--- src/rtl/inst_fetch_unit.sv ---
// ---------------------------------------------------------------------------
// inst_fetch_unit
//
// Instruction-fetch front end. Generates the PC, issues one read at a time on
// the sram-like instruction port, buffers the returned word and hands
// {pc, instr, excepttype} to the ID stage with a valid/allowin handshake.
// Taken branches are applied after the delay slot has been delivered.
// Exception and ERET flushes redirect immediately.
//
// Ports:
//   clk, resetn                 clock, asynchronous active-low reset
//   inst_req/wr/size/addr       sram-like read request (word reads only)
//   inst_addr_ok/data_ok/rdata  request accept, data return, read data
//   if_valid/pc/instr/except..  word presented to ID
//   id_allowin                  ID accepts the presented word this cycle
//   br_valid/br_target          taken branch/jump pulse from ID and target
//   exc_flush/exc_pc            exception or ERET redirect pulse and target
// ---------------------------------------------------------------------------
module inst_fetch_unit #(
    parameter logic [31:0] RESET_PC = 32'hBFC00000,
    parameter logic [31:0] EXC_ADEL = 32'h00000004
) (
    input  logic        clk,
    input  logic        resetn,
    output logic        inst_req,
    output logic        inst_wr,
    output logic [1:0]  inst_size,
    output logic [31:0] inst_addr,
    input  logic        inst_addr_ok,
    input  logic        inst_data_ok,
    input  logic [31:0] inst_rdata,
    output logic        if_valid,
    output logic [31:0] if_pc,
    output logic [31:0] if_instr,
    output logic [31:0] if_excepttype,
    input  logic        id_allowin,
    input  logic        br_valid,
    input  logic [31:0] br_target,
    input  logic        exc_flush,
    input  logic [31:0] exc_pc
);

    localparam logic [1:0] IDLE = 2'd0;
    localparam logic [1:0] REQ  = 2'd1;
    localparam logic [1:0] WAIT = 2'd2;
    localparam logic [1:0] HOLD = 2'd3;

    logic [1:0]  state_q,    state_d;
    logic [31:0] pc_q,       pc_d;
    logic        brPend_q,   brPend_d;
    logic [31:0] brTgt_q,    brTgt_d;
    logic        cancel_q,   cancel_d;
    logic        ifValid_q,  ifValid_d;
    logic [31:0] ifInstr_q,  ifInstr_d;
    logic [31:0] ifExc_q,    ifExc_d;

    logic        launch;
    logic [31:0] launchPc;
    logic [31:0] nextPc;

    // The PC register doubles as the fetch address and as the PC of the
    // buffered word: it only advances at a handoff, so while a word is held
    // it still names that word.
    assign inst_req      = (state_q == REQ);
    assign inst_wr       = 1'b0;
    assign inst_size     = 2'b10;
    assign inst_addr     = pc_q;
    assign if_valid      = ifValid_q;
    assign if_pc         = pc_q;
    assign if_instr      = ifInstr_q;
    assign if_excepttype = ifExc_q;

    // Next-state logic. A flush wins over everything else. Any path that
    // starts fetching from a new PC goes through 'launch', which either
    // issues a bus request or, for a misaligned PC, presents an AdEL nop
    // straight away without touching the bus.
    always_comb begin
        state_d   = state_q;
        pc_d      = pc_q;
        brPend_d  = brPend_q;
        brTgt_d   = brTgt_q;
        cancel_d  = cancel_q;
        ifValid_d = ifValid_q;
        ifInstr_d = ifInstr_q;
        ifExc_d   = ifExc_q;
        launch    = 1'b0;
        launchPc  = pc_q;
        nextPc    = pc_q + 32'd4;

        if (exc_flush) begin
            pc_d      = exc_pc;
            brPend_d  = 1'b0;
            ifValid_d = 1'b0;
            case (state_q)
                REQ: begin
                    if (inst_addr_ok) begin
                        cancel_d = 1'b1;
                        state_d  = WAIT;
                    end else begin
                        launch   = 1'b1;
                        launchPc = exc_pc;
                    end
                end
                WAIT: begin
                    if (inst_data_ok) begin
                        cancel_d = 1'b0;
                        launch   = 1'b1;
                        launchPc = exc_pc;
                    end else begin
                        cancel_d = 1'b1;
                    end
                end
                default: begin
                    launch   = 1'b1;
                    launchPc = exc_pc;
                end
            endcase
        end else begin
            if (br_valid) begin
                brPend_d = 1'b1;
                brTgt_d  = br_target;
            end
            case (state_q)
                IDLE: begin
                    launch = 1'b1;
                end
                REQ: begin
                    if (inst_addr_ok) begin
                        state_d = WAIT;
                    end
                end
                WAIT: begin
                    if (inst_data_ok) begin
                        if (cancel_q) begin
                            cancel_d = 1'b0;
                            launch   = 1'b1;
                        end else begin
                            ifInstr_d = inst_rdata;
                            ifExc_d   = 32'd0;
                            ifValid_d = 1'b1;
                            state_d   = HOLD;
                        end
                    end
                end
                default: begin
                    if (ifValid_q && id_allowin) begin
                        // A branch seen in the same cycle as the delay-slot
                        // handoff redirects immediately.
                        if (br_valid) begin
                            nextPc = br_target;
                        end else if (brPend_q) begin
                            nextPc = brTgt_q;
                        end
                        pc_d      = nextPc;
                        brPend_d  = 1'b0;
                        ifValid_d = 1'b0;
                        launch    = 1'b1;
                        launchPc  = nextPc;
                    end
                end
            endcase
        end

        if (launch) begin
            if (launchPc[1:0] != 2'b00) begin
                state_d   = HOLD;
                ifValid_d = 1'b1;
                ifInstr_d = 32'd0;
                ifExc_d   = EXC_ADEL;
            end else begin
                state_d   = REQ;
                ifValid_d = 1'b0;
                ifExc_d   = 32'd0;
            end
        end
    end

    // State registers with asynchronous active-low reset.
    always_ff @(posedge clk or negedge resetn) begin
        if (!resetn) begin
            state_q   <= IDLE;
            pc_q      <= RESET_PC;
            brPend_q  <= 1'b0;
            brTgt_q   <= 32'd0;
            cancel_q  <= 1'b0;
            ifValid_q <= 1'b0;
            ifInstr_q <= 32'd0;
            ifExc_q   <= 32'd0;
        end else begin
            state_q   <= state_d;
            pc_q      <= pc_d;
            brPend_q  <= brPend_d;
            brTgt_q   <= brTgt_d;
            cancel_q  <= cancel_d;
            ifValid_q <= ifValid_d;
            ifInstr_q <= ifInstr_d;
            ifExc_q   <= ifExc_d;
        end
    end

endmodule
--- config.mk ---
export PLATFORM = sky130hd
export DESIGN_NAME = inst_fetch_unit
export DESIGN_NICKNAME = d
export VERILOG_FILES = /design/src/rtl/inst_fetch_unit.sv
export SDC_FILE = /design/constraint.sdc
export NUM_CORES = 1
export LEC_CHECK = 0
export BUFFER_PORTS_ARGS = -buffer_cell sky130_fd_sc_hd__buf_2
export CORE_ASPECT_RATIO = 0.5
export CORE_MARGIN = 1.5
export CORE_UTILIZATION = 40
export CTS_CLUSTER_SIZE = 40
export DETAILED_ROUTE_END_ITERATION = 7
export PLACE_DENSITY = 0.68
export SLEW_MARGIN = 20
export SYNTH_ARGS = -nofsm -noshare
export SYNTH_HDL_FRONTEND = slang
export SYNTH_SLANG_ARGS = --single-unit
--- constraint.sdc ---
create_clock -name clk -period 3.1 [get_ports clk]
set_input_delay 0.62 -clock clk [delete_from_list [all_inputs] [get_ports clk]]
set_output_delay 0.62 -clock clk [all_outputs]
set_load 0.1 [all_outputs]
======== Word level (Yosys, flattened, before mapping) ========
Index checks and enable logic that the tools add are counted.
cells by class
  $add $sub $neg .......................... 1
  equality and inequality tests ........... 9
  muxes and demuxes ....................... 54
  bitwise gates (word level) .............. 1
  reductions and logical operators ........ 17
operators with widths
  kind                                                                      count
  32-bit 2-to-1 mux                                                         16
  32-bit by 3-bit adder with 32-bit output (second input constant)          1
  1-bit 2-to-1 mux                                                          21
  2-bit 2-to-1 mux                                                          10
  4-bit AND reduction                                                       4
  2-bit nonzero test                                                        6
  4-bit inequality test (second input constant)                             2
  2-bit one-hot mux with 2 select lines                                     2
  1-bit one-hot mux with 2 select lines                                     3
  2-bit by 1-bit inequality test with 1-bit output (second input constant)  2
  4-bit nonzero test                                                        1
  3-bit 2-to-1 mux                                                          1
  3-bit by 1-bit inequality test with 1-bit output (second input constant)  1
  3-bit by 2-bit inequality test with 1-bit output (second input constant)  1
  3-bit inequality test (second input constant)                             1
  1-bit one-hot mux with 3 select lines                                     1
  3-bit nonzero test                                                        1
  3-bit OR reduction                                                        1
  2-bit by 1-bit == test with 1-bit output (second input constant)          1
  2-bit == test (second input constant)                                     1
  2-bit logical NOT                                                         1
  2-bit AND reduction                                                       1
  2-bit OR reduction                                                        1
  1-bit logical AND                                                         1
  1-bit inverter                                                            1
storage, ports and cells
  bits in registers ....................... 133
  output and inout port bits .............. 133
  logic and storage cells ................. 90

======== Longest topological paths before layout ========
  depth in word-level cells ............... 9
  gate-level depth with buffers ........... 8

======== Least setup slack after synthesis ========
Ideal clock, no wire load.
  path kind ............................... reg-to-reg
  from .................................... register state_q[1]
  to ...................................... register ifInstr_q[21] (netlist: if_instr[21])
  setup time .............................. 0.122 ns
  arrival time ............................ 2.611 ns
  required time ........................... 2.978 ns
  path slack .............................. 0.366 ns
  stages on the path, launching flop included .. 9
  cells stage by stage .................... dfrtp_1 inv_1 ha_1 nand2b_1 and3_1 o22a_1 a31oi_1 buf_2 nor2_1
between the ends
  word-level cells in the longest chain between the ends .. 7
  elaborated cells on any way between the ends .. 15
  those cells by class .................... 2 x eq/ne; 10 x mux; 3 x reduce/logical
ends and longest elaborated chain
  element                                       line  text
  start: declaration                            48    logic [1:0] state_q, state_d;
  start signal: assignment                      190   state_q <= state_d;
  2-bit by 1-bit == test with 1-bit output (*)  --
  net inst_req                                  25    output logic inst_req,
  3-bit OR reduction (no source line)           --
  32-bit 2-to-1 mux                             123   case (state_q)
  2-bit 2-to-1 mux                              90    if (exc_flush) begin
  2-bit nonzero test                            165   if (launchPc[1:0] != 2'b00) begin
  32-bit 2-to-1 mux                             165
  32-bit 2-to-1 mux (*)                         164   if (launch) begin
  net ifInstr_d[21]                             54    logic [31:0] ifInstr_q, ifInstr_d;
  end signal: assignment                        196   ifInstr_q <= ifInstr_d;
  end: declaration                              54
The timed path passes the listed nets; every way through them passes the cells marked *.
A chain may end at the register's enable or synchronous reset.

======== Final worst setup path ========
  from .................................... register pc_q[12] (netlist: if_pc[12])
  to ...................................... register pc_q[21] (netlist: if_pc[21])
between the ends
  word-level cells in the longest chain between the ends .. 6
ends and longest elaborated chain
  element                                   line  text
  start: declaration                        49    logic [31:0] pc_q, pc_d;
  start signal: assignment                  191   pc_q <= pc_d;
  32-bit by 3-bit adder with 32-bit output  88    nextPc = pc_q + 32'd4;
  32-bit 2-to-1 mux                         151   end else if (brPend_q) begin
  32-bit 2-to-1 mux                         149   if (br_valid) begin
  32-bit 2-to-1 mux                         146   if (ifValid_q && id_allowin) begin
  32-bit 2-to-1 mux                         --
  32-bit 2-to-1 mux                         90
Every way passes these cells.

==> metrics.md <==
| Metric | Value |
|---|---|
| Status | `finished, final reports clean` |
| Synth Area in Simple Gates | `14.7%` |
| Post-DRT Antenna Nets | `0` |
| Max cap viols | `0` |
| Area leader, netlist | `dfrtp_1` |
| Final WS setup | `0.703 ns` |
| Pint | `2.63 mW` |
| RSZ-0062 raised after global routing | `no` |
| Synth Register Bits | `slightly above 100` |
| Iter 0 DRT Violations | `425` |
| Ys flop type | `dfrtp_1` |
| Setup TNS | `0 ns` |
| Die area | `15800 µm²` |
| Area delta synth->final | `19.5%` |
| Post-layout util | `49.3%` |
| Routability Congestion | `a little under 0.9` |
| Max incr delay on CP | `0.57 ns` |
| Post-route cell area | `7190 µm²` |
| Maximum VDD drop | `roughly 0.0003 V` |
| Worst setup EP type | `flop` |
| Hold WC Path Type | `in2async` |
| First-pass GRT wire length | `26.2 mm` |
| HPWL after detailed placement | `between 10 and 15 mm` |
| Ranking of synthesized cells by area | `dfrtp_1 39%, buf_4 8.2%, mux2i_1 6.3%` |
| Post-synth EDFFs | `0` |
| DRC | `0` |
| Crit path from | `if_pc[12]$_DFFE_PN0P_` |
| Clk sinks | `102` |
| Seq/Total Area, Yosys | `42.6%` |
| Slew margin rel. | `50.0%` |
| Worst Path Arrival | `between 2 and 3 ns` |
| Xor/xnor cell area share of the yosys netlist | `0.874%` |
| Number of global-route vias before repair | `4878` |
| Clk_lat worst skew | `0.35 ns` |
| Fin cells | `995` |
| # IOs | `236` |
| Post-Syn Area | `6020 µm²` |
| Top achievable clock speed | `around 420 MHz` |
| R2r startpoint | `if_pc[12]$_DFFE_PN0P_` |
| LEAKAGE | `3.39 nW` |
| Final nets | `899` |
| Minimum clock period | `2.40 ns` |
| Synth Instances | `636` |
| Root Buffer | `clkbuf_16` |
| Global Route Usage Sum | `between 20% and 30%` |
| Combinational Power Share | `48.6%` |
| Tcrit/Tclk final | `77.3%` |
| H-Tree Depth | `3` |
| Share of the synthesized area in the top cell type | `38.7%` |
| Reg clk slew, reported paths | `around 0.070 ns` |
| Skew final | `0.00698 ns` |
| Synthesized area per cell | `9.46 µm²` |
| Switching pwr | `2.92 mW` |
| Routed vias | `5335` |
| Max-slew violations | `0` |
| Adder-cell area share of the yosys netlist | `1.04%` |
| Sequential share of power | `a little under a third` |
| Max Buffers Root-to-Sink | `2` |
| Placed cell area | `6890 µm²` |
| Critical path startpoint category | `flop` |
| Cell Pwr Density | `772 nW/µm²` |
| Antenna violations before repair | `4` |
| Compound-Gate Fraction of Synth Area | `16.7%` |
| Total gr overflow | `0` |
| Sw Share | `52.6%` |
| Cts hold-fix bufs | `0` |
| Row Count | `31` |
| Fraction of registers with async set/reset | `100%` |
| Worst slew pin tran | `0.745 ns` |
| Cell Count Post-Placement | `978` |
| Synth unique cells | `59` |
| Initial Util | `about two fifths` |
| Final setup violation count | `0` |
| Layout cell share with drive strength beyond 1 | `35.6%` |
| Die H | `between 80 and 90 µm` |
| DRT Pass-1 Iters | `5` |
| Critical path class | `reg2reg` |
| Crit Path Max Fanout | `10` |
| Largest family of logic cells by synthesized area | `compound AO/OA/AOI/OAI gates` |
| CTS-repair resized insts | `0` |
| CTS tree | `built` |
| Post-CTS Setup Bufs | `0` |
| Required time of the critical path | `approximately 3.3 ns` |
| Warnings, synthesis | `0` |
| Cell chain of the critical path | `nand3_4 -> or3_1 -> or4_4 -> a221oi_2 -> o31ai_1` |
| DRT Wirelength | `17.0 mm` |
| Final hold violations | `0` |
| DR WL/cell | `17.1 µm` |
| Crit-path slowest cell | `or3_1` |
| Mux cell area share after synthesis | `12.3%` |
| Place WS | `0.636 ns` |
| I/O Buffers | `approximately 200` |
| Largest net degree at the start of global routing | `49` |
| Clk pwr share | `20.0%` |
| Core area | `between 10000 and 15000 µm²` |
| CTS Buf Count | `9` |
| Die width | `176 µm` |
| Vias/cell | `5.36` |
-- per-stage QoR --
stage                     hold slack, ns  power [mW]
after floorplan                    0.324        4.05
after global placement             0.457        4.44
after detailed placement           0.462        4.46
after CTS                          0.302        5.58
after global routing               0.323        5.80
final                              0.282        5.55
-- worst max-delay path: cells and delay by family, from the launching register on --
family           cells  cell delay, ns
AND/OR/NAND/NOR      3            1.32
flip-flops           1            0.53
AO/OA/AOI/OAI        2            0.41
-- layer usage --
metal | vias to the layer above | track usage (%) | wire length [µm]
li1 | 2526 | - | -
met1 | 2531 | 29.9 | 7660
met2 | 260 | 32.3 | 7650
met3 | 16 | 5.41 | 1520
met4 | 2 | 4.59 | 162
met5 | - | 0 | 13
-- flip-flops by register name, indices dropped and copies added (netlist names) --
name,flops
brTgt_q,32
if_instr,32
if_pc,32
state_q,2
brPend_q,1
cancel_q,1
if_excepttype,1
if_valid,1
-- kinds of logic (layout without fill, tap and decap cells) --
| logic type | Yosys count | after routing |
|---|---|---|
| mux | 70 | 70 |
| compound gates | 146 | 146 |
| flops | 102 | 102 |
| simple gates | 188 | 188 |
| buf+inv | 117 | 245 |
| fa+ha+maj | 5 | 5 |
| other cells | 2 | 35 |
| xor+xnor | 6 | 6 |
-- power by group through the flow --
| stage | logic (mW) | clock network, mW | registers [mW] |
|---|---|---|---|
| 2_1_floorplan | 1.62 | 0 | 2.44 |
| 3_3_place_gp | 2.68 | 0 | 1.76 |
| 3_5_place_dp | 2.70 | 0 | 1.77 |
| 4_1_cts | 2.70 | 1.13 | 1.74 |
| 5_1_grt | 2.83 | 1.19 | 1.78 |
| 6_report | 2.69 | 1.11 | 1.74 |
-- worst paths after layout --
check,to,slack [ns],cells past startpoint
hold / removal,if_instr[13]$_DFF_PN0_,0.28,1
min in group clk,if_pc[13]$_DFFE_PN0P_,0.48,3
max in group asynchronous,if_instr[31]$_DFF_PN0_,2.09,2
setup / recovery,if_pc[21]$_DFFE_PN0P_,0.70,5
hold reg to reg,if_excepttype[2]$_DFFE_PN0P_,0.48,1
setup reg to reg,if_pc[21]$_DFFE_PN0P_,0.70,5
-- synth_stat cells (all sizes together) (5+ instances only) --
library cell / number
o22ai: 8
nor4: 8
inv: 13
dfrtp: 93
nand3: 13
nand4: 7
nand2b: 5
nor2: 61
dfstp: 9
and3: 7
buf: 78
nand2: 59
a221o: 8
o31ai: 5
mux2: 32
mux2i: 38
o21ai: 33
nor3: 10
clkbuf: 25
o211ai: 5
or3: 5
a31oi: 8
a21oi: 29
o221ai: 12
ha: 5
-- cell usage in the layout (no fill, tap or decap), drive strengths merged, types with 5 or more instances in the layout --
master	instances
nand2	59
a21oi	29
dfrtp	93
a31oi	8
mux2i	38
ha	5
a221o	8
inv	15
o22ai	8
buf	215
o21ai	33
conb	34
nor2	61
nor4	8
nand2b	5
or3	5
clkbuf	10
nor3	10
o31ai	5
o221ai	12
o211ai	5
and3	7
nand3	13
nand4	7
mux2	32
dfstp	9
-- area by class of cell --
type	instances	area [µm²]
fillers	1412	7400
multi-input cells	449	2890
flip-flops and latches	102	2560
repair buffers	215	1140
well taps	198	248
clock buffers	10	239
clock inverters	6	53.8
inverters	14	52.6
diodes	1	2.50
Note: power is estimated with default switching activity, not from simulation.
